## config.mk

```make
export PLATFORM = sky130hd
export DESIGN_NAME = computational_unit_par
export DESIGN_NICKNAME = d
export VERILOG_FILES = /design/src/rtl/computational_unit_par.sv
export SDC_FILE = /design/constraint.sdc
export NUM_CORES = 1
export LEC_CHECK = 0
export ABC_AREA = 0
export CORE_UTILIZATION = 49
export DETAILED_ROUTE_END_ITERATION = 10
export GPL_TIMING_DRIVEN = 0
export PLACE_DENSITY = 0.77
export SYNTH_ARGS = -nofsm -noshare
export SYNTH_HDL_FRONTEND = slang
export SYNTH_SLANG_ARGS = --single-unit
```

## constraint.sdc

```tcl
create_clock -name clk -period 2.35 [get_ports clk]
set_clock_uncertainty 0.1 [all_clocks]
set_input_delay 0.5875 -clock clk [delete_from_list [all_inputs] [get_ports clk]]
set_output_delay 0.5875 -clock clk [all_outputs]
set_load 0.05 [all_outputs]
```

## src/rtl/computational_unit_par.sv

```systemverilog
// computational_unit_par: register file, data bus mux, single-cycle ALU and
// iterative shift-add multiplier with busy/mul_done handshake.
`default_nettype none

module computational_unit_par #(
   parameter int W       = 4,
   parameter int MUL_LAT = W
) (
   input  logic         clk,
   input  logic         sync_reset,
   input  logic         i_sel,
   input  logic         x_sel,
   input  logic         y_sel,
   input  logic [W-1:0] i_pins,
   input  logic [W-1:0] dm,
   input  logic [3:0]   nibble_ir,
   input  logic [3:0]   source_sel,
   input  logic [8:0]   reg_en,
   output logic [W-1:0] data_bus,
   output logic [W-1:0] x0,
   output logic [W-1:0] x1,
   output logic [W-1:0] y0,
   output logic [W-1:0] y1,
   output logic [W-1:0] r,
   output logic [W-1:0] m,
   output logic [W-1:0] i,
   output logic [W-1:0] o_reg,
   output logic         r_eq_0,
   output logic         carry,
   output logic         busy,
   output logic         mul_done
);

   // Multiplier bits retired per cycle so that MUL_LAT steps cover all W bits
   localparam int BPS = (W + MUL_LAT - 1) / MUL_LAT;
   localparam int CW  = $clog2(MUL_LAT + 1);
   localparam logic [CW-1:0] CNT_INIT = CW'(MUL_LAT);
   localparam logic [CW-1:0] CNT_LAST = CW'(1);

   typedef enum logic [0:0] {
      S_IDLE = 1'b0,
      S_MUL  = 1'b1
   } state_t;

   state_t          state_q, state_d;
   logic [W-1:0]    x0_q, x1_q, y0_q, y1_q, m_q, i_q, o_q;
   logic [W-1:0]    r_q, r_d;
   logic            carry_q, carry_d;
   logic            done_q, done_d;
   logic            hi_q, hi_d;
   logic [CW-1:0]   cnt_q, cnt_d;
   logic [2*W-1:0]  mc_q, mc_d, acc_q, acc_d;
   logic [W-1:0]    mp_q, mp_d;

   logic [W+3:0]    imm_ext;
   logic [W-1:0]    imm;
   logic [W-1:0]    x_op, y_op;
   logic [W:0]      sum;
   logic            alu_nop;
   logic [2*W-1:0]  mc_t, acc_t;
   logic [W-1:0]    mp_t;

   // Zero-extend or truncate the immediate nibble to W bits
   assign imm_ext = {{W{1'b0}}, nibble_ir};
   assign imm     = imm_ext[W-1:0];

   always_comb begin
      data_bus = '0;
      case (source_sel)
         4'd0:    data_bus = x0_q;
         4'd1:    data_bus = x1_q;
         4'd2:    data_bus = y0_q;
         4'd3:    data_bus = y1_q;
         4'd4:    data_bus = r_q;
         4'd5:    data_bus = m_q;
         4'd6:    data_bus = i_q;
         4'd7:    data_bus = dm;
         4'd8:    data_bus = imm;
         4'd9:    data_bus = i_pins;
         default: data_bus = '0;
      endcase
   end

   assign x_op    = x_sel ? x1_q : x0_q;
   assign y_op    = y_sel ? y1_q : y0_q;
   assign sum     = {1'b0, x_op} + {1'b0, y_op};
   assign alu_nop = (nibble_ir == 4'h8) || (nibble_ir == 4'hF);

   always_comb begin
      state_d = state_q;
      r_d     = r_q;
      carry_d = carry_q;
      done_d  = 1'b0;
      hi_d    = hi_q;
      cnt_d   = cnt_q;
      mc_d    = mc_q;
      mp_d    = mp_q;
      acc_d   = acc_q;
      mc_t    = mc_q;
      mp_t    = mp_q;
      acc_t   = acc_q;
      case (state_q)
         S_IDLE: begin
            if (reg_en[4] && !alu_nop) begin
               case (nibble_ir[2:0])
                  3'd0: begin r_d = '0 - x_op;        carry_d = |x_op;        end
                  3'd1: begin r_d = x_op - y_op;      carry_d = (x_op < y_op); end
                  3'd2: begin r_d = sum[W-1:0];       carry_d = sum[W];       end
                  3'd5: begin r_d = x_op ^ y_op;      carry_d = 1'b0;         end
                  3'd6: begin r_d = x_op & y_op;      carry_d = 1'b0;         end
                  3'd7: begin r_d = ~x_op;            carry_d = 1'b0;         end
                  default: begin
                     // ops 3/4: operands are captured here so later writes cannot disturb them
                     state_d = S_MUL;
                     cnt_d   = CNT_INIT;
                     mc_d    = {{W{1'b0}}, x_op};
                     mp_d    = y_op;
                     acc_d   = '0;
                     hi_d    = (nibble_ir[2:0] == 3'd3);
                  end
               endcase
            end
         end
         S_MUL: begin
            for (int k = 0; k < BPS; k++) begin
               if (mp_t[0]) acc_t = acc_t + mc_t;
               mc_t = mc_t << 1;
               mp_t = mp_t >> 1;
            end
            mc_d  = mc_t;
            mp_d  = mp_t;
            acc_d = acc_t;
            cnt_d = cnt_q - CNT_LAST;
            if (cnt_q == CNT_LAST) begin
               state_d = S_IDLE;
               r_d     = hi_q ? acc_t[2*W-1:W] : acc_t[W-1:0];
               carry_d = 1'b0;
               done_d  = 1'b1;
            end
         end
         default: state_d = S_IDLE;
      endcase
   end

   always_ff @(posedge clk or posedge sync_reset) begin
      if (sync_reset) begin
         state_q <= S_IDLE;
         r_q     <= '0;
         carry_q <= 1'b0;
         done_q  <= 1'b0;
         hi_q    <= 1'b0;
         cnt_q   <= '0;
         mc_q    <= '0;
         mp_q    <= '0;
         acc_q   <= '0;
      end else begin
         state_q <= state_d;
         r_q     <= r_d;
         carry_q <= carry_d;
         done_q  <= done_d;
         hi_q    <= hi_d;
         cnt_q   <= cnt_d;
         mc_q    <= mc_d;
         mp_q    <= mp_d;
         acc_q   <= acc_d;
      end
   end

   always_ff @(posedge clk or posedge sync_reset) begin
      if (sync_reset) begin
         x0_q <= '0;
         x1_q <= '0;
         y0_q <= '0;
         y1_q <= '0;
         m_q  <= '0;
         i_q  <= '0;
         o_q  <= '0;
      end else begin
         if (reg_en[0]) x0_q <= data_bus;
         if (reg_en[1]) x1_q <= data_bus;
         if (reg_en[2]) y0_q <= data_bus;
         if (reg_en[3]) y1_q <= data_bus;
         if (reg_en[5]) m_q  <= data_bus;
         if (reg_en[6]) i_q  <= i_sel ? (i_q + m_q) : data_bus;
         if (reg_en[8]) o_q  <= data_bus;
      end
   end

   assign x0       = x0_q;
   assign x1       = x1_q;
   assign y0       = y0_q;
   assign y1       = y1_q;
   assign r        = r_q;
   assign m        = m_q;
   assign i        = i_q;
   assign o_reg    = o_q;
   assign r_eq_0   = (r_q == '0);
   assign carry    = carry_q;
   assign busy     = (state_q == S_MUL);
   assign mul_done = done_q;

   logic unused_bits;
   assign unused_bits = ^{reg_en[7], imm_ext[W+3:W]};

endmodule

`default_nettype wire

```

==> Word-level counts from Yosys, hierarchy flattened <==
Cells that the tools add are included.
{ "op_classes": {"n_addsub": 6, "n_lt_le_gt_ge": 1, "n_eq_ne": 23, "n_mux": 32, "bitwise_logic": 5, "n_reduce_logical": 13} }
{ "ops": {"columns": ["operator", "n"], "rows": [
  ["$mux 8", 5],
  ["$pmux 4 s10", 1],
  ["$mux 4", 8],
  ["$pmux 8 s2", 2],
  ["$pmux 4 s6", 1],
  ["$eq 4x3->1 const B", 4],
  ["$eq 4x4->1 const B", 4],
  ["$pmux 4 s2", 2],
  ["$eq 3x3->1 const B", 3],
  ["$reduce_and 3->1", 3],
  ["$add 8x8->8", 1],
  ["$eq 4x2->1 const B", 2],
  ["$logic_not 4->1", 2],
  ["$mux 1", 7],
  ["$ne 7x1->1 const B", 1],
  ["$eq 3x1->1 const B", 2],
  ["$eq 3x2->1 const B", 2],
  ["$mux 3", 2],
  ["$pmux 3 s2", 1],
  ["$reduce_or 6->1", 1],
  ["$add 4x4->5", 1],
  ["$ne 5x2->1 const B", 1],
  ["$add 4x4->4", 1],
  ["$and 4x4->4", 1],
  ["19 further kinds", 22]
]} }
{ "word_totals": {"ff_bits": 59, "inputBits": 30, "word_cells": 96} }

==> Logic depth before layout (Yosys ltp) <==
Gate-level depths: netlist of the first run.
{ "depth": {"depth_word": 6, "mapped_depth": 11} }

==> Worst setup path before layout of the first run <==
OpenSTA, ideal clock, no wires.
{ "synth_path": {"path_type": "reg2out", "startpoint": "register r_q[2], in the netlist r[2]", "endpoint": "output port r_eq_0", "t_arrival_ns": 2.177, "required_ns": 1.662, "setup_slack_ns": -0.514, "path_stages_with_launch": 2, "cell_sequence": "dfrtp_1 nor4_1"} }
{ "synth_via": {"elab_chain_len": 1} }
{ "synth_lines": {"columns": ["item", "line_no", "source"], "rows": [
  ["from (decl)", "47", "logic [W-1:0] r_q, r_d;"],
  ["from (signal assigned)", "158", "r_q <= r_d;"],
  ["$logic_not 4->1", "197", "assign r_eq_0 = (r_q == '0);"],
  ["to (decl)", "28", "output logic r_eq_0,"]
]} }
No other way between the ends.

==> Worst setup path in the final report of the first run <==
{ "layout_path": {"startpoint": "input port source_sel[0]", "endpoint": "output port data_bus[2]"} }
{ "layout_via": {"elab_chain_len": 2, "elab_cells_between_ends": 11, "cone_classes": "9 x eq/ne; 1 x mux; 1 x reduce/logical"} }
{ "layout_lines": {"columns": ["item", "line_no", "source"], "rows": [
  ["from (decl)", "17", "input logic [3:0] source_sel,"],
  ["$eq 4x4->1, or another cell as far along", "69", "case (source_sel)"],
  ["$pmux 4 s10 (*)", "69", null],
  ["to (decl)", "19", "output logic [W-1:0] data_bus,"]
]} }
Mark *: on every way between the ends. The rest lies on a longest branch, timed or not.

==> results.sh, run 1 <==
export IMPL_grt_pass1_wl_mm=19.2
export IMPL_fin_nets=622
export IMPL_endpoint_kind="output pin"
export IMPL_grt_use_total_pct=27.9
export IMPL_ir_drop_v=0.000445
export IMPL_n_antenna_cell=0
export IMPL_dieHeight_um=95.5
export IMPL_die_area_um2=9120
export IMPL_pwr_share_seq_pct=29.3
export IMPL_crit_chain="buf_6, buf_8, buf_4, nand3b_1, a21oi_2, o21bai_1, and4_1, buf_6, clkinvlp_4, buf_8"
export IMPL_rsz0062_at_grt="true"
export IMPL_cts_made_buffers=9
export IMPL_critPathArrivalTime_ns=1.97
export IMPL_status="complete, but fails checks"
export IMPL_seq_area_um2=1480
export IMPL_core_area_um2=8340
export IMPL_cp_slowest_cell="and4_1"
export IMPL_synth_area_um2=4280
export IMPL_root_buffer="clkbuf_8"
export IMPL_p_comb_share_pct=52.5
export IMPL_syn_num_nets=522
export IMPL_post_route_period_util_pct=113
export IMPL_cts_tree="done"
export IMPL_drc_errors=0
export IMPL_hold_viol=0
export IMPL_pin_count=70
export IMPL_critPathRequiredTime_ns=1.66
export IMPL_p_leak_nw=2.53
export IMPL_synth_edff_count=0
export IMPL_placement_io_buffers=59
export IMPL_synth_area_per_cell_um2=9.17
export IMPL_path_buf_inv=6
export IMPL_vias=4115
export IMPL_ff2ff_path_depth=8
export IMPL_clock_sinks=59
export IMPL_path_class="input pin to output pin"
export IMPL_slowest_delay_ns=0.24
export IMPL_wirelength_mm=12.6
export IMPL_final_area_um2=5790
export IMPL_seq_area_frac_synth_pct=34.5
export IMPL_cts_max_level=3
export IMPL_rows=33
export IMPL_drtPass1Iterations=5
export IMPL_multi_input_area_um2=2750
export IMPL_place_area_um2=5130
export IMPL_grt_overflow_total=0
export IMPL_area_growth_pct=35.1
export IMPL_drive_gt1_share_pct=25.9
export IMPL_clk_pin_slew_worst_paths_ns=0.07
export IMPL_ys_warnings_count=0
export IMPL_power_internal_mw=3.00
export IMPL_worst_setup_path_start_kind="input pin"
export IMPL_setup_viol=7
export IMPL_final_cell_mix="dfrtp_1 (54), nor2_1 (48), a21oi_1 (37)"
export IMPL_postLayoutCoreUtil_pct=69.4
export IMPL_final_common_cell="dfrtp_1"
export IMPL_cp_top_family="buffers and inverters"
export IMPL_syn_inst=467
export IMPL_grt_pass1_vias=3883
export IMPL_antenna_found_initial=0
export IMPL_clockBufferDepth=2
export IMPL_worst_pin_slew_ns=0.763
export IMPL_first_iter_violations=311
export IMPL_critical_path_peak_fanout=10
export IMPL_clockPowerShare_pct=18.2
export IMPL_drv_slew=0
export IMPL_via_per_inst=6.09
export IMPL_clkLatencyLatePin_ns=0.34
export IMPL_ys_ff_latch=59
export IMPL_synth_flop_cell="dfrtp_1"
export IMPL_min_path_cells=2
export IMPL_power_density_nw_per_um2=934
export IMPL_dp_hpwl_mm=8.76
export IMPL_hold_class="flip-flop to flip-flop"
export IMPL_power_mw=5.40
export IMPL_async_reset_ff_share_pct=100
export IMPL_top_regs="acc_q: 8 flops, mc_q: 8 flops"
export IMPL_period_needed_ns=2.66
export IMPL_place_gp_congestion=0.954
export IMPL_grt_max_degree=34
export IMPL_drtAntennaViolNets=0
export IMPL_hold_buffers=0
export IMPL_wl_per_cell_um=18.7
export IMPL_fp_dieW_um=95.5
export IMPL_initial_core_util_pct=51.4
export IMPL_num_fill_cells=658
export IMPL_max_freq_mhz=376
export IMPL_fin_ws_ns=-0.306
export IMPL_maxCapViolCount=0
export IMPL_worst_slew_margin_rel_pct=49.0
export IMPL_violations="setup timing"
export IMPL_crit_cells=10
export IMPL_swShare_pct=44.4
export IMPL_synth_distinct_cells=72
export IMPL_netSwitchingPower_mw=2.40
-- worst register-to-register path, stage by stage, from the launching register on --
cell and delay [ns]:
dfrtp_2 0.43, mux2_4 0.30, ha_4 0.18, fa_2 0.34, nor2b_4 0.14, xnor2_2 0.15, a221o_1 0.31, a211oi_2 0.27
a311oi_2 0.06
-- cells by family (layout without fill, tap and decap cells) --
logic type      Yosys count  count (layout)  share of synthesized area [%]
compound gates          138             138                           21.7
fa+ha+maj                25              25                           8.00
simple gates            149             149                           19.6
mux                      27              27                           7.62
flops                    59              59                           34.5
buf+inv                  60             164                           6.78
xor+xnor                  9               9                           1.84
-- area by class of cell --
cell class	instances	share of cell area [%]
Buffer	31	4.02
Clock inverter	2	0.605
Sequential cell	59	25.6
Multi-Input combinational cell	348	47.6
Clock buffer	13	2.92
Tap cell	105	2.27
Timing Repair Buffer	90	15.0
Inverter	28	1.95
-- path summary, 6_finish.rpt --
path | from | to | slack [ns]
worst max-delay path | source_sel[0] | data_bus[2] | -0.31
worst min-delay path | mp_q[3] | mp_q[3] | 0.41
worst max register to register | y1[0] | r[2] | -0.10
worst min register to register | mp_q[3] | mp_q[3] | 0.41
max in group asynchronous | sync_reset | acc_q[7] | 0.93
min in group asynchronous | sync_reset | i[0] | 0.61
-- cells in the mapped netlist, types with 4 or more instances --
master      n  area, um^2
dfrtp_1    59        1480
nor2_1     48         180
a21oi_1    43         215
inv_1      27         101
nand2_1    25        93.8
o21ai_0    22         110
ha_1       21         263
mux2i_1    14         140
buf_2      10        50.1
nand3b_1   10        75.1
nor2b_1    10        62.6
a21oi_2     8        70.1
a22o_1      8        70.1
mux2_2      8        90.1
a211oi_1    7        52.6
clkbuf_1    7        26.3
nand2b_1    7        43.8
buf_1       6        22.5
nand3_1     6        30.0
xnor2_1     6        52.6
a221o_1     5        50.1
buf_6       5        56.3
nand4b_1    5        43.8
o211ai_1    5        37.5
o2bb2ai_1   5        43.8
a31oi_1     4        25.0
and2_1      4        25.0
buf_4       4        30.0
fa_1        4        80.1
o31ai_1     4        30.0
-- power groups by stage --
stage               Sequential (mW)  Combinational [mW]  Clock, mW
finish                         1.58                2.84      0.983
global route                   1.62                3.06       1.03
CTS                            1.57                2.73      0.998
detailed placement             1.58                2.59          0
global placement               1.57                2.53          0
floorplan                      1.97                1.43          0
-- metal layers --
| layer | part of all wire, % | vias up | track usage [%] |
|---|---|---|---|
| met5 | 0 | - | 0 |
| met1 | 43 | 2023 | 38.2 |
| li1 | - | 1901 | - |
| met2 | 48 | 161 | 43.3 |
| met3 | 7.1 | 30 | 5.50 |
| met4 | 2.1 | 0 | 10.8 |
-- per-stage QoR --
| step | setup TNS [ns] | cells | hold slack [ns] | setup WS [ns] |
|---|---|---|---|---|
| 2_1_floorplan | -1.02 | 467 | 0.350 | -0.247 |
| 3_3_place_gp | -76.88 | 631 | 0.366 | -1.50 |
| 5_1_grt | -1.57 | 676 | 0.429 | -0.344 |
| 3_5_place_dp | -25.34 | 632 | 0.393 | -1.50 |
| 4_1_cts | -1.42 | 667 | 0.408 | -0.348 |
| 6_report | -1.28 | 676 | 0.409 | -0.306 |
-- timing repair --
item / CTS / global route
endpoints found under the setup margin: 22 / 16
setup buffers: 20 / 9
gates resized for setup: 82 / 41
gates cloned: 0 / 1
hold endpoints to repair: 0 / 0
pin swaps: 14 / 14
(Power assumes the default switching activity.)
==> inputs of run 2 (changes only) <==
CORE_UTILIZATION = 47   (was 49)
PLACE_DENSITY = 0.74   (was 0.77)
==> results.sh, run 2 (synthesis gave the netlist of run 1 again) <==
export IMPL_endpoint_kind="output pin"
export IMPL_first_iter_violations=286
export IMPL_antenna_found_initial=0
export IMPL_clockPowerShare_pct=18.1
export IMPL_ir_drop_v=0.000479
export IMPL_fin_ws_ns=-0.322
export IMPL_power_mw=5.46
export IMPL_drive_gt1_share_pct=27.6
export IMPL_worst_slew_margin_rel_pct=51.3
export IMPL_n_antenna_cell=0
export IMPL_clock_sinks=59
export IMPL_drc_errors=0
export IMPL_root_buffer="clkbuf_8"
export IMPL_area_growth_pct=38.4
export IMPL_cts_made_buffers=9
export IMPL_wirelength_mm=13.2
export IMPL_place_inst=635
export IMPL_p_comb_share_pct=52.8
export IMPL_drtPass1Iterations=5
export IMPL_via_per_inst=6.04
export IMPL_cts_tree="done"
export IMPL_violations="setup timing"
export IMPL_final_common_cell="dfrtp_1"
export IMPL_pwr_share_seq_pct=29.1
export IMPL_top_regs="acc_q: 8 flops, mc_q: 8 flops"
export IMPL_grt_pass1_vias=4099
export IMPL_place_ws_ns=-1.52
export IMPL_vias=4149
export IMPL_power_density_nw_per_um2=921
export IMPL_netSwitchingPower_mw=2.45
export IMPL_clockBufferDepth=2
export IMPL_hold_buffers=0
export IMPL_drv_slew=0
export IMPL_placement_io_buffers=59
export IMPL_grt_use_total_pct=27.7
export IMPL_clkLatencyLatePin_ns=0.35
export IMPL_place_gp_congestion=0.914
export IMPL_postLayoutCoreUtil_pct=67.7
export IMPL_fin_nets=629
export IMPL_power_internal_mw=3.01
export IMPL_cts_max_level=3
export IMPL_critical_path_peak_fanout=7
export IMPL_core_area_um2=8760
export IMPL_max_freq_mhz=374
export IMPL_die_area_um2=9500
export IMPL_final_cell_mix="dfrtp_1 (54), nor2_1 (48), a21oi_1 (37)"
export IMPL_dp_hpwl_mm=8.91
export IMPL_critPathRequiredTime_ns=1.66
export IMPL_worst_hold_slack_ns=0.393
export IMPL_hold_class="flip-flop to flip-flop"
export IMPL_grt_overflow_total=0
export IMPL_initial_core_util_pct=48.9
export IMPL_final_cells=687
export IMPL_setup_viol=6
export IMPL_rows=34
export IMPL_wl_per_cell_um=19.2
export IMPL_dieHeight_um=97.5
export IMPL_place_area_um2=5140
export IMPL_post_route_period_util_pct=114
export IMPL_period_needed_ns=2.67
export IMPL_grt_pass1_wl_mm=20.8
export IMPL_final_area_um2=5930
export IMPL_pin_count=70
export IMPL_setup_tns_ns=-1.21
export IMPL_swShare_pct=44.9
export IMPL_worst_pin_slew_ns=0.729
export IMPL_hold_viol=0
export IMPL_grt_max_degree=34
export IMPL_rsz0062_at_grt="true"
export IMPL_clk_pin_slew_worst_paths_ns=0.06
export IMPL_drtAntennaViolNets=0
export IMPL_critPathArrivalTime_ns=1.98
export IMPL_num_fill_cells=670
export IMPL_p_leak_nw=2.55
export IMPL_path_class="input pin to output pin"
export IMPL_maxCapViolCount=0
export IMPL_status="complete, but fails checks"
export IMPL_worst_setup_path_start_kind="input pin"
export IMPL_fp_dieW_um=97.5
==> run 2: layer usage <==
layer / up-vias / track usage, % / wire (um)
met5: - / 0 / 0
met4: 0 / 11.9 / 325
met3: 32 / 4.53 / 828
met2: 166 / 43.6 / 6330
met1: 2030 / 37.6 / 5700
li1: 1921 / - / -
==> run 2: worst paths after layout <==
path | start | to | slack, ns | depth (start not counted)
worst max-delay path | source_sel[0] | data_bus[2] | -0.32 | 10
worst min-delay path | cnt_q[1] | cnt_q[1] | 0.39 | 2
worst max register to register | y0[0] | r[1] | -0.09 | 7
worst min register to register | cnt_q[1] | cnt_q[1] | 0.39 | 2
max in group asynchronous | sync_reset | mp_q[2] | 0.97 | 3
min in group asynchronous | sync_reset | i[2] | 0.57 | 2
==> run 2: worst max-delay path, cell delays in order <==
cell and delay (ns):
buf_8 0.09, buf_8 0.11, buf_8 0.12, buf_4 0.13
nand2_1 0.06, or3_4 0.33, and4_1 0.22, buf_6 0.13
clkinvlp_4 0.07, buf_8 0.14
==> run 2: layout make-up <==
cell class	instances	area, um^2	share of cell area, %
flip-flops and latches	59	1480	25.0
well taps	108	135	2.28
multi-input cells	348	2800	47.2
clock inverters	2	35.0	0.591
repair buffers	97	968	16.3
inverters	28	113	1.90
plain buffers	31	233	3.92
clock buffers	14	163	2.74
==> run 2: repair_timing <==
item	4_1_cts	5_1_grt
pin swaps	18	13
resized for setup	99	42
setup buffers	25	10
setup endpoints to repair	40	14
cloned	1	1
==> run 2: power by group through the flow <==
stage	Clock (mW)	Combinational, mW	Sequential [mW]
finish	0.987	2.89	1.59
global route	1.03	3.10	1.63
CTS	0.982	2.78	1.58
detailed placement	0	2.61	1.59
global placement	0	2.53	1.58
floorplan	0	1.43	1.97
